==> src/rtl/demux_1to32_capture.sv <==
// rtl/demux_1to32_capture.sv - 1-to-32 bit-stream demux into a capture register
// Optional per-write one-hot strobe output is enabled by defining DEMUX32_STROBE_EN.
module demux_1to32_capture #(
    parameter logic [31:0] INIT_VAL = 32'h0000_0000
) (
    input  logic        clk,
    input  logic        rst_n,
    input  logic        start,
    input  logic        din,
    input  logic        din_valid,
    input  logic [4:0]  sel,
    input  logic        auto,
    output logic [31:0] dout,
    output logic        dout_valid,
    output logic        frame_done,
    output logic        busy,
    output logic [4:0]  ptr
`ifdef DEMUX32_STROBE_EN
    ,
    output logic [31:0] strobe
`endif
);

    typedef enum logic [1:0] {
        ST_IDLE = 2'd0,
        ST_FILL = 2'd1,
        ST_HOLD = 2'd2
    } state_t;

    state_t      state_q, state_d;
    logic [31:0] dout_q, dout_d;
    logic [31:0] wmask_q, wmask_d;
    logic [4:0]  ptr_q, ptr_d;
    logic        dout_valid_q, dout_valid_d;
    logic        frame_done_q, frame_done_d;
    logic        busy_q, busy_d;
    logic [31:0] strobe_q, strobe_d;

    logic [4:0]  target;
    logic [31:0] target_oh;
    logic        wr_en;

    assign target    = auto ? ptr_q : sel;
    assign target_oh = 32'd1 << target;
    // start wins over any beat presented in the same cycle
    assign wr_en     = (state_q == ST_FILL) && din_valid && !start;

    always_comb begin
        state_d      = state_q;
        dout_d       = dout_q;
        wmask_d      = wmask_q;
        ptr_d        = ptr_q;
        dout_valid_d = dout_valid_q;
        frame_done_d = 1'b0;
        strobe_d     = 32'd0;

        if (start) begin
            state_d      = ST_FILL;
            dout_d       = INIT_VAL;
            wmask_d      = 32'd0;
            ptr_d        = 5'd0;
            dout_valid_d = 1'b0;
        end else if (wr_en) begin
            dout_d   = (dout_q & ~target_oh) | (din ? target_oh : 32'd0);
            wmask_d  = wmask_q | target_oh;
            strobe_d = target_oh;
            if (auto) begin
                ptr_d = ptr_q + 5'd1;
            end
            if (&wmask_d) begin
                state_d      = ST_HOLD;
                dout_valid_d = 1'b1;
                frame_done_d = 1'b1;
            end
        end

        busy_d = (state_d == ST_FILL);
    end

    always_ff @(posedge clk or negedge rst_n) begin
        if (!rst_n) begin
            state_q      <= ST_IDLE;
            dout_q       <= INIT_VAL;
            wmask_q      <= 32'd0;
            ptr_q        <= 5'd0;
            dout_valid_q <= 1'b0;
            frame_done_q <= 1'b0;
            busy_q       <= 1'b0;
            strobe_q     <= 32'd0;
        end else begin
            state_q      <= state_d;
            dout_q       <= dout_d;
            wmask_q      <= wmask_d;
            ptr_q        <= ptr_d;
            dout_valid_q <= dout_valid_d;
            frame_done_q <= frame_done_d;
            busy_q       <= busy_d;
            strobe_q     <= strobe_d;
        end
    end

    assign dout       = dout_q;
    assign dout_valid = dout_valid_q;
    assign frame_done = frame_done_q;
    assign busy       = busy_q;
    assign ptr        = ptr_q;

`ifdef DEMUX32_STROBE_EN
    assign strobe = strobe_q;
`else
    logic unused_strobe;
    assign unused_strobe = ^strobe_q;
`endif

endmodule

==> config.mk <==
export PLATFORM = sky130hd
export DESIGN_NAME = demux_1to32_capture
export DESIGN_NICKNAME = d
export VERILOG_FILES = /design/src/rtl/demux_1to32_capture.sv
export SDC_FILE = /design/constraint.sdc
export NUM_CORES = 1
export LEC_CHECK = 0
export CAP_MARGIN = 15
export CORE_ASPECT_RATIO = 0.8
export CORE_MARGIN = 2
export CORE_UTILIZATION = 45
export CTS_CLUSTER_SIZE = 12
export DETAILED_ROUTE_END_ITERATION = 8
export MAX_ROUTING_LAYER = met4
export PLACE_DENSITY = 0.75
export SYNTH_ARGS = -nofsm -noshare
export SYNTH_HDL_FRONTEND = slang
export SYNTH_SLANG_ARGS = --single-unit
export TNS_END_PERCENT = 50
==> constraint.sdc <==
create_clock -name clk -period 2.52 [get_ports clk]
set_input_delay 0.756 -clock clk [delete_from_list [all_inputs] [get_ports clk]]
set_output_delay 0.756 -clock clk [all_outputs]
set_load 0.02 [all_outputs]
# Word level (Yosys, flattened, before mapping)
# Index checks and enable logic that the tools add are counted.
op_classes:
  n_addsub: 1
  multipliers: 0
  div: 0
  n_lt_le_gt_ge: 0
  n_eq_ne: 2
  n_shift: 1
  mux: 18
  bitwise: 4
  n_reduce_logical: 9
ops:
  columns: ["cell", "count"]
  rows:
  - ["$mux 32", 5]
  - ["$or 32x32->32", 2]
  - ["$and 32x32->32", 1]
  - ["$not 32->32", 1]
  - ["$reduce_and 32->1", 1]
  - ["$shl 1x5->32 const A", 1]
  - ["$mux 5", 4]
  - ["$mux 1", 6]
  - ["$mux 2", 3]
  - ["$reduce_bool 2->1", 3]
  - ["$add 5x1->5 const B", 1]
  - ["$eq 2x1->1 const B", 2]
  - ["$reduce_and 2->1", 2]
  - ["$logic_and 1x1->1", 2]
  - ["$logic_not 1->1", 1]
totals:
  regBits: 74
  latch_bits: 0
  mem_bits_rw: 0
  romBits: 0
  inputBits: 11
  output_inout_bits: 40
  wordCells: 42
  n_memories: 0

# Longest topological paths before layout
# Gate-level depths: netlist of run 1.
logic_depth:
  depth_word: 8
  ltp_mapped: 8
  depth_no_buf: 6

# Worst setup path after synthesis of run 1
# Ideal clock, no wire load.
synth_path:
  path_type: "input -> register"
  startpoint: "input port auto"
  endpoint: "register busy_q, in the netlist busy"
  setup_ps: 124
  arrival_time_ps: 2270
  required_ps: 2396
  path_slack_ps: 126
  stages: 6
  path_buffers: 0
  path_cell_list: "or4b_4 a2bb2o_4 a222oi_1 nor4b_2 and4_1 a21oi_1"
synth_between:
  elab_chain_len: 8
synth_lines:
  columns: ["element", "line_no", "rtl"]
  rows:
  - ["from (decl)", "12", "input logic auto,"]
  - ["$mux 5", "43", "assign target = auto ? ptr_q : sel;"]
  - ["$shl 1x5->32", "44", "assign target_oh = 32'd1 << target;"]
  - ["$or 32x32->32", "65", "wmask_d = wmask_q | target_oh;"]
  - ["$reduce_and 32->1", "70", "if (&wmask_d) begin"]
  - ["$mux 2", "70", null]
  - ["$mux 2", "63", "end else if (wr_en) begin"]
  - ["$mux 2", "57", "if (start) begin"]
  - ["$eq 2x1->1", "77", "busy_d = (state_d == ST_FILL);"]
  - ["named net busy_d", "36", "logic busy_q, busy_d;"]
  - ["to (signal assigned)", "97", "busy_q <= busy_d;"]
  - ["to (decl)", "36", null]
# The timed path passes the listed nets, and every way through them passes these cells.
# A chain may end at the register's enable or synchronous reset.

# Worst setup path after layout of run 1
layout_path:
  startpoint: "input port sel[0]"
  endpoint: "register dout_valid_q, in the netlist dout_valid"
layout_between:
  elab_chain_len: 6
layout_lines:
  columns: ["element", "line_no", "rtl"]
  rows:
  - ["from (decl)", "11", "input logic [4:0] sel,"]
  - ["$mux 5", "43", null]
  - ["$shl 1x5->32", "44", null]
  - ["$or 32x32->32", "65", null]
  - ["$reduce_and 32->1", "70", null]
  - ["$reduce_bool 2->1 (no line)", null, null]
  - ["$reduce_and 2->1 (no line)", null, null]
  - ["to (signal assigned)", "95", "dout_valid_q <= dout_valid_d;"]
  - ["to (decl)", "34", "logic dout_valid_q, dout_valid_d;"]
# Every way passes these cells.

==> metrics.txt, run 1 <==
# TYPE chip_impl_metric gauge
chip_impl_info{name="run_status",value="finished clean"} 1
chip_impl_metric{name="cts_made_buffers",unit=""} 9
chip_impl_metric{name="io_buffers",unit=""} 50
chip_impl_metric{name="tightest_slew",unit="ns"} 0.725
chip_impl_metric{name="synthSimpleGateAreaFrac",unit="%"} 25.1
chip_impl_metric{name="syn_to_final_growth",unit="%"} 35.8
chip_impl_metric{name="timing.final.crit_share",unit="%"} 98.8
chip_impl_metric{name="first_pass_iters",unit=""} 5
chip_impl_metric{name="syn-num-nets",unit=""} 426
chip_impl_metric{name="instances_no_fill",unit=""} 623
chip_impl_metric{name="initial_utilization",unit="%"} 46.7
chip_impl_metric{name="slew_viol_final",unit=""} 0
chip_impl_info{name="setup.worst_path.class",value="in2reg"} 1
chip_impl_metric{name="synthesis.area",unit="mm^2"} 0.00373
chip_impl_metric{name="global_route_congestion_overflow_total",unit=""} 0
chip_impl_metric{name="final_cell_area",unit="mm^2"} 0.00506
chip_impl_metric{name="critical-path-max-stage-delay",unit="ns"} 0.38
chip_impl_metric{name="critical_path_buf_inv_count",unit=""} 3
chip_impl_metric{name="synthXorXnorAreaFrac",unit="%"} 0.940
chip_impl_metric{name="grt_start_max_net_pins",unit=""} 75
chip_impl_info{name="busiest_layer",value="met2"} 1
chip_impl_metric{name="num_io_pins",unit=""} 51
chip_impl_info{name="dominantRegCellSynth",value="dfrtp_1"} 1
chip_impl_metric{name="cts_hold_buf",unit=""} 0
chip_impl_metric{name="drc_violations_left",unit=""} 0
chip_impl_info{name="synth_top_family_by_area",value="simple AND/OR/NAND/NOR gates"} 1
chip_impl_metric{name="yosysSeqAreaShare",unit="%"} 49.7
chip_impl_info{name="critical-path-top-delay-family",value="simple AND/OR/NAND/NOR gates"} 1
chip_impl_metric{name="vdd_ir_drop_max",unit="mV"} 0.300
chip_impl_metric{name="global_route_track_usage_on_met1",unit="%"} 36.0
chip_impl_info{name="hold_path.class",value="in2async"} 1
chip_impl_info{name="cts_tree",value="done"} 1
chip_impl_metric{name="cellLeakagePower",unit="nW"} 2.25
chip_impl_metric{name="synth.avg_cell_area",unit="um^2"} 9.01
chip_impl_metric{name="finalWeightedCongestion",unit=""} 0.984
chip_impl_metric{name="die_width",unit="um"} 106
chip_impl_metric{name="worst-endpoint-required",unit="ns"} 2.78
chip_impl_info{name="critPathCaptureType",value="flop"} 1
chip_impl_metric{name="ctsLongestPathBuffers",unit=""} 2
chip_impl_info{name="cts_root_buf",value="clkbuf_8"} 1
chip_impl_metric{name="grt.met3_usage",unit="%"} 6.14
chip_impl_metric{name="place_inst",unit=""} 606
chip_impl_metric{name="p_per_area",unit="mW/mm^2"} 461
chip_impl_metric{name="crit_path_max_fanout",unit=""} 5
chip_impl_metric{name="synth-seq-cells",unit=""} 74
chip_impl_metric{name="nFillCells",unit=""} 680
chip_impl_metric{name="register_area",unit="mm^2"} 0.00185
chip_impl_metric{name="synth.distinct_cells",unit=""} 48
chip_impl_metric{name="fin_nets",unit=""} 522
chip_impl_metric{name="synth_fa_ha_area_share",unit="%"} 0.336
chip_impl_metric{name="use_met2",unit="%"} 40.1
chip_impl_metric{name="die_area",unit="mm^2"} 0.00903
chip_impl_metric{name="htreeDepth",unit=""} 3
chip_impl_metric{name="fmax",unit="MHz"} 402
chip_impl_metric{name="period_minus_slack",unit="ns"} 2.49
chip_impl_metric{name="setup_tns",unit="ns"} 0
chip_impl_info{name="grt_setup_unrepaired",value="yes"} 1
chip_impl_metric{name="final.setup_skew",unit="ns"} 0.0112
chip_impl_metric{name="hold_viol_final",unit=""} 0
chip_impl_metric{name="placement_rows",unit=""} 29
chip_impl_metric{name="dpl_worst_slack",unit="ns"} -0.694
chip_impl_metric{name="setup_viol",unit=""} 0
chip_impl_metric{name="detailed_route_via_count",unit=""} 3579
chip_impl_metric{name="clk_pin_slew_worst_paths",unit="ns"} 0.07
chip_impl_info{name="yosysTopAreaCell",value="dfrtp_1"} 1
chip_impl_metric{name="via_count_of_the_first_global_routing_pass",unit=""} 3409
chip_impl_info{name="slowest_library_cell_on_the_worst_path",value="nor4_2"} 1
chip_impl_metric{name="yosysTopAreaCellShare",unit="%"} 49.7
chip_impl_metric{name="postRouteWirelength",unit="um"} 11000
chip_impl_metric{name="clkSinkCount",unit=""} 74
chip_impl_metric{name="num_antenna_cells",unit=""} 0
chip_impl_metric{name="postSynthCellCount",unit=""} 414
chip_impl_metric{name="multi_input_area",unit="mm^2"} 0.00185
chip_impl_metric{name="global_route.usage.total",unit="%"} 26.2
chip_impl_metric{name="synth_compound_gate_area_share",unit="%"} 15.9
chip_impl_metric{name="proportion_of_register_bits_with_asynchronous_set_or_reset_after_synthesis",unit="%"} 100
chip_impl_info{name="crit_top_cell",value="buf_4"} 1
chip_impl_metric{name="post_synth_mux_area_share",unit="%"} 4.30
chip_impl_info{name="path_cells",value="clkdlybuf4s15_1 -> buf_4 -> nor4_2 -> or2_1 -> buf_4 -> a21oi_1 -> a2111oi_1 -> nand2_1 -> o31ai_2"} 1
chip_impl_metric{name="yosysWarnings",unit=""} 0
chip_impl_metric{name="viasPerCell",unit=""} 5.74
chip_impl_metric{name="final_antenna_net_count",unit=""} 0
chip_impl_metric{name="total_power",unit="mW"} 2.34
chip_impl_metric{name="worst_skew_pair.late_latency",unit="ns"} 0.35
chip_impl_metric{name="max_slew_margin",unit="%"} 51.7
chip_impl_metric{name="detailedRoute.firstIterationViolations",unit=""} 356
chip_impl_metric{name="synth_edf_count",unit=""} 0
chip_impl_metric{name="core",unit="mm^2"} 0.00798
chip_impl_info{name="critical_path.startpoint_type",value="input port"} 1
chip_impl_metric{name="number_of_antenna_violations_at_the_first_check_in_global_routing",unit=""} 0
chip_impl_metric{name="global_route_wire_length_before_repair",unit="um"} 17900
chip_impl_metric{name="chipHeight",unit="um"} 85.4
chip_impl_metric{name="max_cap_viol_count",unit=""} 0
chip_impl_metric{name="arrival",unit="ns"} 2.75
chip_impl_metric{name="timing.final.ws_setup",unit="ns"} 0.0296
chip_impl_metric{name="dp_hpwl",unit="um"} 7670
chip_impl_metric{name="post_placement_cell_area",unit="mm^2"} 0.00477
chip_impl_metric{name="wl_per_cell",unit="um"} 17.6
chip_impl_metric{name="share_of_final_layout_standard_cells_stronger_than_drive_strength_1",unit="%"} 21.7
chip_impl_info{name="synthTopCellsByArea",value="dfrtp_1 (50%), a21oi_1 (9.7%), nor2_1 (5.8%), nand2_1 (5.6%), mux2i_1 (4.3%)"} 1
==> layout by cell type (no fill, tap or decap), drive strengths merged, types with 2 or more instances in the layout <==
cell type | synthesis | layout
mux2i | 16 | 16
nand4 | 4 | 4
o22a | 3 | 3
a22oi | 3 | 3
or3b | 2 | 2
o22ai | 4 | 4
clkbuf | 24 | 10
nor2 | 58 | 58
and4b | 2 | 2
nand3 | 21 | 21
or4b | 2 | 2
o21ai | 3 | 3
and4 | 2 | 2
clkdlybuf4s15 | 0 | 2
a21oi | 75 | 75
nand3b | 4 | 4
nand4bb | 2 | 2
dfrtp | 74 | 74
nand2 | 58 | 58
nor4 | 7 | 7
nor2b | 2 | 2
and3 | 2 | 2
buf | 6 | 69
nor4bb | 2 | 2
or2 | 5 | 5
clkinv | 0 | 4
nor3 | 4 | 4
and3b | 2 | 2
a2111oi | 4 | 4
dlygate4sd2 | 0 | 2
nor4b | 3 | 3
inv | 4 | 5
xor2 | 3 | 3
clkdlybuf4s50 | 0 | 42
==> where the power goes <==
part / internal [mW] / total [mW] / switching (mW)
Clock: 0.384 / 0.838 / 0.454
Combinational: 0.116 / 0.289 / 0.173
Sequential: 1.20 / 1.21 / 0.0105
Total: 1.70 / 2.34 / 0.638
==> state kept, by name, indices dropped and copies added (netlist names) <==
register    count
wmask_q        32
state_q         2
ptr             5
busy            1
frame_done      1
dout           32
dout_valid      1
==> final cells by class <==
type,count,area share (%)
timing repair buffer,115,20.4
multi-input combinational,306,36.5
sequential,74,36.6
clock buffer,10,2.72
inverter,4,0.297
clock inverter,6,0.791
tap,108,2.67
==> metrics by stage <==
stage,hold WS [ns],util (%)
2_1_floorplan,0.459,-
3_5_place_dp,0.488,59.8
4_1_cts,0.433,62.5
3_3_place_gp,0.486,59.8
5_1_grt,0.448,63.4
6_report,0.405,63.4
==> worst paths after layout <==
| check | from | end | cells past startpoint | slack, ns |
|---|---|---|---|---|
| worst max-delay path | sel[0] | dout_valid$_DFFE_PN0P_ | 9 | 0.03 |
| worst min-delay path | rst_n | wmask_q[21]$_DFFE_PN0P_ | 2 | 0.40 |
| worst max register to register | ptr[3]$_DFFE_PN0P_ | dout_valid$_DFFE_PN0P_ | 7 | 0.23 |
| worst min register to register | dout_valid$_DFFE_PN0P_ | dout_valid$_DFFE_PN0P_ | 2 | 0.50 |
| max in group asynchronous | rst_n | dout[28]$_DFFE_PN0P_ | 2 | 1.76 |
| min in group clk | dout_valid$_DFFE_PN0P_ | dout_valid$_DFFE_PN0P_ | 2 | 0.50 |
==> metal layers <==
metal	wire length, um	part of all wire [%]	vias to the layer above
met2	4970	45	159
met5	0	0	-
met4	145	1.3	0
met3	1030	9.4	22
li1	-	-	1652
met1	4840	44	1746
==> synth_stat cells (2+ instances only) <==
cell	number
dfrtp_1	74
a21oi_1	72
nor2_1	58
nand2_1	56
clkbuf_1	24
nand3_1	21
mux2i_1	16
nor4_1	7
or2_1	5
a2111oi_0	4
buf_2	4
inv_1	4
nand3b_1	4
nand4_1	4
nor3_1	4
o22ai_1	4
a21oi_2	3
a22oi_1	3
o21ai_1	3
o22a_1	3
xor2_1	3
and3_1	2
and3b_1	2
and4_1	2
and4b_1	2
buf_4	2
nand2_2	2
nand4bb_1	2
nor2b_1	2
nor4b_1	2
nor4bb_1	2
or3b_4	2
==> cells by family after synthesis <==
family | after synthesis
DFF | 74
and+or+nand+nor | 186
buffers and inverters | 34
AOI/OAI and AO/OA | 99
xor gates and xnor gates | 4
muxes | 16
adders and majority gates | 1
==> what timing repair did <==
action | in CTS | in global routing
gates resized for setup | 27 | 13
pin swaps | 6 | 7
buffers inserted | 1 | 1
endpoints found under the hold margin | 0 | 0
setup endpoints to repair | 22 | 5
Power figures use the tool's default switching activity.
==> inputs of run 2 (changes only) <==
==> constraint.sdc (replaced) <==
create_clock -name clk -period 2.52 [get_ports clk]
set_input_delay 0.504 -clock clk [delete_from_list [all_inputs] [get_ports clk]]
set_output_delay 0.504 -clock clk [all_outputs]
set_load 0.02 [all_outputs]
==> metrics.txt, run 2 (synthesis results as in run 1) <==
# TYPE chip_impl_metric gauge
chip_impl_metric{name="setup_viol",unit=""} 0
chip_impl_metric{name="number_of_antenna_violations_at_the_first_check_in_global_routing",unit=""} 0
chip_impl_info{name="layout_common_cells",value="dfrtp_1 (74), a21oi_1 (72), nor2_1 (58), nand2_1 (56), buf_4 (56)"} 1
chip_impl_info{name="run_status",value="finished clean"} 1
chip_impl_metric{name="cts_hold_buf",unit=""} 0
chip_impl_metric{name="wl_per_cell",unit="um"} 17.2
chip_impl_metric{name="num_antenna_cells",unit=""} 0
chip_impl_metric{name="nFillCells",unit=""} 687
chip_impl_metric{name="fmax",unit="MHz"} 411
chip_impl_info{name="cts_tree",value="done"} 1
chip_impl_metric{name="p_per_area",unit="mW/mm^2"} 510
chip_impl_metric{name="critical_path_cell_count",unit=""} 9
chip_impl_metric{name="first_pass_iters",unit=""} 5
chip_impl_metric{name="share_of_final_layout_standard_cells_stronger_than_drive_strength_1",unit="%"} 18.4
chip_impl_metric{name="critical-path-max-stage-delay",unit="ns"} 0.41
chip_impl_metric{name="grt_start_max_net_pins",unit=""} 75
chip_impl_metric{name="post_placement_cell_area",unit="mm^2"} 0.00475
chip_impl_metric{name="max_cap_viol_count",unit=""} 0
chip_impl_metric{name="fin_nets",unit=""} 518
chip_impl_metric{name="final_antenna_net_count",unit=""} 0
chip_impl_metric{name="htreeDepth",unit=""} 3
chip_impl_metric{name="arrival",unit="ns"} 2.66
chip_impl_info{name="setup.worst_path.class",value="in2reg"} 1
chip_impl_metric{name="via_count_of_the_first_global_routing_pass",unit=""} 3380
chip_impl_metric{name="cts_made_buffers",unit=""} 9
chip_impl_metric{name="vdd_ir_drop_max",unit="mV"} 0.317
chip_impl_metric{name="setup_tns",unit="ns"} 0
chip_impl_metric{name="tightest_slew",unit="ns"} 0.723
chip_impl_metric{name="core",unit="mm^2"} 0.00798
chip_impl_metric{name="clk_pin_slew_worst_paths",unit="ns"} 0.08
chip_impl_metric{name="initial_utilization",unit="%"} 46.7
chip_impl_metric{name="detailedRoute.firstIterationViolations",unit=""} 229
chip_impl_metric{name="global_route.usage.total",unit="%"} 25.9
chip_impl_metric{name="timing.final.crit_share",unit="%"} 96.6
chip_impl_info{name="hold_path.class",value="in2async"} 1
chip_impl_metric{name="crit_path_max_fanout",unit=""} 4
chip_impl_info{name="path_cells",value="clkdlybuf4s50_1 -> buf_4 -> nor3b_2 -> buf_4 -> a2bb2o_4 -> a222oi_1 -> nor4b_2 -> and4_1 -> a21oi_1"} 1
chip_impl_metric{name="clkSinkCount",unit=""} 74
chip_impl_metric{name="register_area",unit="mm^2"} 0.00185
chip_impl_metric{name="worst-endpoint-required",unit="ns"} 2.75
chip_impl_metric{name="ctsLongestPathBuffers",unit=""} 2
chip_impl_metric{name="placement_rows",unit=""} 29
chip_impl_metric{name="hold_viol_final",unit=""} 0
chip_impl_info{name="critical-path-top-delay-family",value="simple AND/OR/NAND/NOR gates"} 1
chip_impl_info{name="critical_path.startpoint_type",value="input port"} 1
chip_impl_metric{name="syn_to_final_growth",unit="%"} 34.1
chip_impl_metric{name="max_slew_margin",unit="%"} 51.8
chip_impl_metric{name="chipHeight",unit="um"} 85.4
chip_impl_info{name="crit_top_cell",value="buf_4"} 1
chip_impl_metric{name="die_width",unit="um"} 106
chip_impl_metric{name="critical_path_buf_inv_count",unit=""} 3
chip_impl_metric{name="postRouteWirelength",unit="um"} 10600
chip_impl_metric{name="die_area",unit="mm^2"} 0.00903
chip_impl_metric{name="num_io_pins",unit=""} 51
chip_impl_metric{name="viasPerCell",unit=""} 5.68
chip_impl_metric{name="cellLeakagePower",unit="nW"} 2.23
chip_impl_metric{name="hold-worst-slack",unit="ns"} 0.147
chip_impl_metric{name="period_minus_slack",unit="ns"} 2.43
chip_impl_metric{name="slew_viol_final",unit=""} 0
chip_impl_metric{name="finalWeightedCongestion",unit=""} 0.963
chip_impl_metric{name="worst_skew_pair.late_latency",unit="ns"} 0.35
chip_impl_info{name="grt_setup_unrepaired",value="yes"} 1
chip_impl_metric{name="final_cell_area",unit="mm^2"} 0.00500
chip_impl_metric{name="global_route_wire_length_before_repair",unit="um"} 17600
chip_impl_metric{name="worst-r2r-cell-count",unit=""} 7
chip_impl_metric{name="multi_input_area",unit="mm^2"} 0.00176
chip_impl_info{name="layout_commonest_cell",value="dfrtp_1"} 1
chip_impl_metric{name="detailed_route_via_count",unit=""} 3518
chip_impl_metric{name="drc_violations_left",unit=""} 0
chip_impl_metric{name="final_core_util",unit="%"} 62.6
chip_impl_metric{name="dp_hpwl",unit="um"} 7660
chip_impl_metric{name="final.setup_skew",unit="ns"} 0.0132
chip_impl_metric{name="global_route_congestion_overflow_total",unit=""} 0
chip_impl_info{name="critPathCaptureType",value="flop"} 1
chip_impl_info{name="slowest_library_cell_on_the_worst_path",value="clkdlybuf4s50_1"} 1
chip_impl_metric{name="io_buffers",unit=""} 50
chip_impl_info{name="cts_root_buf",value="clkbuf_8"} 1
[run 2: per-layer routing]
layer	track usage (%)	vias to the layer above	share of wire, %
li1	-	1651	-
met1	37.3	1725	47
met2	38.3	125	45
met3	5.53	17	6.8
met4	5.02	0	1.1
met5	-	-	0
[run 2: cell type report]
| class | instances | area share, % |
|---|---|---|
| clock inverter | 6 | 1.95 |
| sequential | 74 | 37.0 |
| clock buffer | 10 | 2.75 |
| timing repair buffer | 111 | 20.1 |
| tap | 108 | 2.70 |
| multi-input combinational | 306 | 35.2 |
| inverter | 4 | 0.300 |
[run 2: worst paths after layout]
path / startpoint / endpoint / slack, ns
worst max-delay path: sel[1] / busy$_DFF_PN0_ / 0.09
worst min-delay path: rst_n / wmask_q[21]$_DFFE_PN0P_ / 0.15
worst max register to register: ptr[3]$_DFFE_PN0P_ / busy$_DFF_PN0_ / 0.24
worst min register to register: dout_valid$_DFFE_PN0P_ / dout_valid$_DFFE_PN0P_ / 0.49
max in group asynchronous: rst_n / dout[27]$_DFFE_PN0P_ / 2.01
min in group clk: dout_valid$_DFFE_PN0P_ / dout_valid$_DFFE_PN0P_ / 0.49
[run 2: repair_timing]
item	CTS	global route
setup endpoints to repair	5	5
setup buffers	0	0
resized for setup	5	5
pin swaps	1	0
[run 2: worst reg2reg max path, stage by stage (launching register included)]
cell       delay (ns)
dfrtp_1          0.52
nand4bb_1        0.35
buf_4            0.21
a2bb2o_4         0.20
a222oi_1         0.27
nor4b_2          0.25
and4_1           0.27
a21oi_1          0.08
[run 2: stage by stage]
step	worst slack, ns	power [mW]	instances
2_1_floorplan	0.378	1.35	414
3_3_place_gp	-0.489	1.50	603
3_5_place_dp	-0.471	1.51	603
4_1_cts	0.0964	2.57	619
5_1_grt	-0.00360	2.65	619
6_report	0.0869	2.55	619
[run 2: power breakdown]
part | switching (mW) | internal (mW)
Combinational | 0.165 | 0.111
Sequential | 0.0101 | 1.20
Clock | 0.472 | 0.598
==> inputs of run 3 (changes only) <==
--- a/config.mk
+++ b/config.mk
@@ -8,11 +8,11 @@
 export CAP_MARGIN = 15
 export CORE_ASPECT_RATIO = 0.8
 export CORE_MARGIN = 2
-export CORE_UTILIZATION = 45
+export CORE_UTILIZATION = 40
 export CTS_CLUSTER_SIZE = 12
 export DETAILED_ROUTE_END_ITERATION = 8
 export MAX_ROUTING_LAYER = met4
-export PLACE_DENSITY = 0.75
+export PLACE_DENSITY = 0.68
 export SYNTH_ARGS = -nofsm -noshare
 export SYNTH_HDL_FRONTEND = slang
 export SYNTH_SLANG_ARGS = --single-unit
==> metrics.txt, run 3 (synthesis results as in run 1) <==
# TYPE chip_impl_metric gauge
chip_impl_info{name="run_status",value="finished clean"} 1
chip_impl_metric{name="power.share.switching",unit="%"} 25.7
chip_impl_metric{name="htreeDepth",unit=""} 3
chip_impl_info{name="cts_tree",value="done"} 1
chip_impl_metric{name="crit_path_max_fanout",unit=""} 4
chip_impl_info{name="crit_path_start",value="sel[1]"} 1
chip_impl_metric{name="comb_power_share",unit="%"} 10.5
chip_impl_metric{name="core",unit="mm^2"} 0.00908
chip_impl_info{name="path_cells",value="clkdlybuf4s50_1 -> buf_4 -> or3_1 -> nand2_2 -> buf_4 -> a21oi_1 -> nor4_2 -> buf_4 -> and4_1 -> a22o_1"} 1
chip_impl_metric{name="drc_violations_left",unit=""} 0
chip_impl_metric{name="switchingPower",unit="mW"} 0.686
chip_impl_metric{name="fin_nets",unit=""} 534
chip_impl_metric{name="detailedRoute.firstIterationViolations",unit=""} 303
chip_impl_metric{name="slew_viol_final",unit=""} 0
chip_impl_metric{name="via_count_of_the_first_global_routing_pass",unit=""} 3392
chip_impl_metric{name="setup_viol",unit=""} 0
chip_impl_info{name="origin_of_the_critical_flop_to_flop_path",value="ptr[0]$_DFFE_PN0P_"} 1
chip_impl_metric{name="number_of_antenna_violations_at_the_first_check_in_global_routing",unit=""} 0
chip_impl_metric{name="wl_per_cell",unit="um"} 17.3
chip_impl_metric{name="seq_power_share",unit="%"} 45.4
chip_impl_metric{name="period_minus_slack",unit="ns"} 2.41
chip_impl_metric{name="viasPerCell",unit=""} 5.38
chip_impl_metric{name="worst_skew_pair.late_latency",unit="ns"} 0.33
chip_impl_metric{name="vdd_ir_drop_max",unit="mV"} 0.469
chip_impl_metric{name="detailed_route_via_count",unit=""} 3451
chip_impl_metric{name="worst-endpoint-required",unit="ns"} 2.79
chip_impl_metric{name="global_route_congestion_overflow_total",unit=""} 0
chip_impl_metric{name="finalWeightedCongestion",unit=""} 0.933
chip_impl_metric{name="share_of_final_layout_standard_cells_stronger_than_drive_strength_1",unit="%"} 22.2
chip_impl_metric{name="grt_start_max_net_pins",unit=""} 75
chip_impl_metric{name="cts_hold_buf",unit=""} 0
chip_impl_metric{name="p_clk_share",unit="%"} 44.1
chip_impl_metric{name="num_antenna_cells",unit=""} 0
chip_impl_metric{name="dp_hpwl",unit="um"} 7990
chip_impl_metric{name="cts_made_buffers",unit=""} 9
chip_impl_metric{name="timing.final.crit_share",unit="%"} 95.5
chip_impl_info{name="critPathCaptureType",value="flop"} 1
chip_impl_metric{name="global_route.usage.total",unit="%"} 23.5
chip_impl_info{name="setup.worst_path.class",value="in2reg"} 1
chip_impl_metric{name="syn_to_final_growth",unit="%"} 39.4
chip_impl_metric{name="hold_viol_final",unit=""} 0
chip_impl_metric{name="fmax",unit="MHz"} 415
chip_impl_metric{name="die_width",unit="um"} 112
chip_impl_info{name="critical_path.reg2reg.endpoint",value="state_q[1]$_DFF_PN0_"} 1
chip_impl_metric{name="global_route_wire_length_before_repair",unit="um"} 18100
chip_impl_metric{name="p_per_area",unit="mW/mm^2"} 513
chip_impl_metric{name="first_pass_iters",unit=""} 5
chip_impl_metric{name="final_antenna_net_count",unit=""} 0
chip_impl_metric{name="num_io_pins",unit=""} 51
chip_impl_metric{name="chipHeight",unit="um"} 90.4
chip_impl_info{name="cts_root_buf",value="clkbuf_16"} 1
chip_impl_metric{name="ctsLongestPathBuffers",unit=""} 2
chip_impl_metric{name="hold-worst-slack",unit="ns"} 0.174
chip_impl_metric{name="postRouteWirelength",unit="um"} 11100
chip_impl_metric{name="dpl_worst_slack",unit="ns"} -0.693
chip_impl_metric{name="p_int",unit="mW"} 1.98
chip_impl_info{name="worst_setup_path_endpoint",value="state_q[1]$_DFF_PN0_"} 1
chip_impl_metric{name="io_buffers",unit=""} 50
chip_impl_metric{name="initial_utilization",unit="%"} 41.1
chip_impl_info{name="layout_commonest_cell",value="dfrtp_1"} 1
chip_impl_metric{name="final.setup_skew",unit="ns"} 0.00666
chip_impl_metric{name="max_cap_viol_count",unit=""} 0
chip_impl_metric{name="clkSinkCount",unit=""} 74
chip_impl_metric{name="die_area",unit="mm^2"} 0.0101
chip_impl_info{name="crit_top_cell",value="buf_4"} 1
chip_impl_metric{name="clk_pin_slew_worst_paths",unit="ns"} 0.05
chip_impl_metric{name="tightest_slew",unit="ns"} 0.736
chip_impl_metric{name="cts_post_setup_buffers_inserted",unit=""} 0
chip_impl_metric{name="nFillCells",unit=""} 822
chip_impl_metric{name="max_slew_margin",unit="%"} 51.0
chip_impl_metric{name="timing.final.ws_setup",unit="ns"} 0.113
chip_impl_metric{name="worst-r2r-cell-count",unit=""} 8
chip_impl_metric{name="r2r_slack",unit="ns"} 0.21
chip_impl_metric{name="arrival",unit="ns"} 2.67
chip_impl_info{name="hold_path.class",value="in2async"} 1
chip_impl_metric{name="critical-path-max-stage-delay",unit="ns"} 0.41
chip_impl_info{name="grt_setup_unrepaired",value="no"} 1
chip_impl_metric{name="cellLeakagePower",unit="nW"} 2.33
chip_impl_info{name="critical_path.startpoint_type",value="input port"} 1
chip_impl_info{name="layout_common_cells",value="dfrtp_1 (74), buf_4 (73), a21oi_1 (72), nor2_1 (58), nand2_1 (56)"} 1
chip_impl_metric{name="setup_tns",unit="ns"} 0
chip_impl_metric{name="placement_rows",unit=""} 31
chip_impl_info{name="slowest_library_cell_on_the_worst_path",value="clkdlybuf4s50_1"} 1
run 3: changes by cell type in the layout (fill, tap and decap cells not counted), sizes merged:
cell / previous run / this run
clkbuf: 10 / 11
buf: 63 / 79
clkinvlp: 0 / 4
clkdlybuf4s50: 44 / 43
bufinv: 2 / 0
dlymetal6s2s: 0 / 1
clkinv: 2 / 1
dlygate4sd2: 4 / 2
run 3: area by class of cell:
| type | count | area [um^2] | share of cell area [%] |
|---|---|---|---|
| Inverter | 4 | 15.0 | 0.289 |
| Clock buffer | 9 | 225 | 4.33 |
| Sequential cell | 74 | 1850 | 35.6 |
| Multi-Input combinational cell | 306 | 1800 | 34.7 |
| Tap cell | 115 | 144 | 2.77 |
| Clock inverter | 7 | 52.6 | 1.01 |
| Timing Repair Buffer | 127 | 1110 | 21.3 |
run 3: worst min-delay path by stage:
| stage | start | end | slack [ns] | depth (start not counted) |
|---|---|---|---|---|
| detailed placement | wmask_q[7]$_DFFE_PN0P_ | wmask_q[7]$_DFFE_PN0P_ | 0.49 | 2 |
| global placement | wmask_q[31]$_DFFE_PN0P_ | wmask_q[31]$_DFFE_PN0P_ | 0.48 | 2 |
| global route | rst_n | busy$_DFF_PN0_ | 0.22 | 2 |
| CTS | rst_n | busy$_DFF_PN0_ | 0.20 | 2 |
| floorplan | rst_n | busy$_DFF_PN0_ | 0.21 | 0 |
| finish | rst_n | busy$_DFF_PN0_ | 0.17 | 2 |
run 3: power by group through the flow:
stage,Combinational [mW],Clock (mW),Sequential [mW]
after global placement,0.273,0,1.23
after CTS,0.276,1.20,1.21
final,0.279,1.18,1.21
after floorplan,0.115,0,1.23
after global routing,0.305,1.26,1.21
after detailed placement,0.274,0,1.23
run 3: metal layers:
metal  share of wire [%]  global-route usage, %
met1                  50                   34.4
met2                  44                   33.8
met3                 4.2                   4.50
met4                 1.2                   6.00
met5                   0                      -
run 3: what timing repair did:
item,in CTS,in global routing
pin swaps,0,2
resized for setup,13,10
setup endpoints to repair,5,5
run 3: worst max-delay path, delay by kind of cell:
kind	cells	cell delay, ns
buffers and inverters	4	0.86
and+or+nand+nor	4	1.07
AOI/OAI and AO/OA	2	0.24
run 3: metrics by stage:
step	area (um^2)	instances	total power [mW]	utilization [%]
detailed placement	4870	626	1.51	53.6
floorplan	3730	414	1.35	-
finish	5200	642	2.67	57.3
global placement	4870	626	1.51	53.6
global route	5200	642	2.77	57.3
CTS	5170	642	2.69	57.0
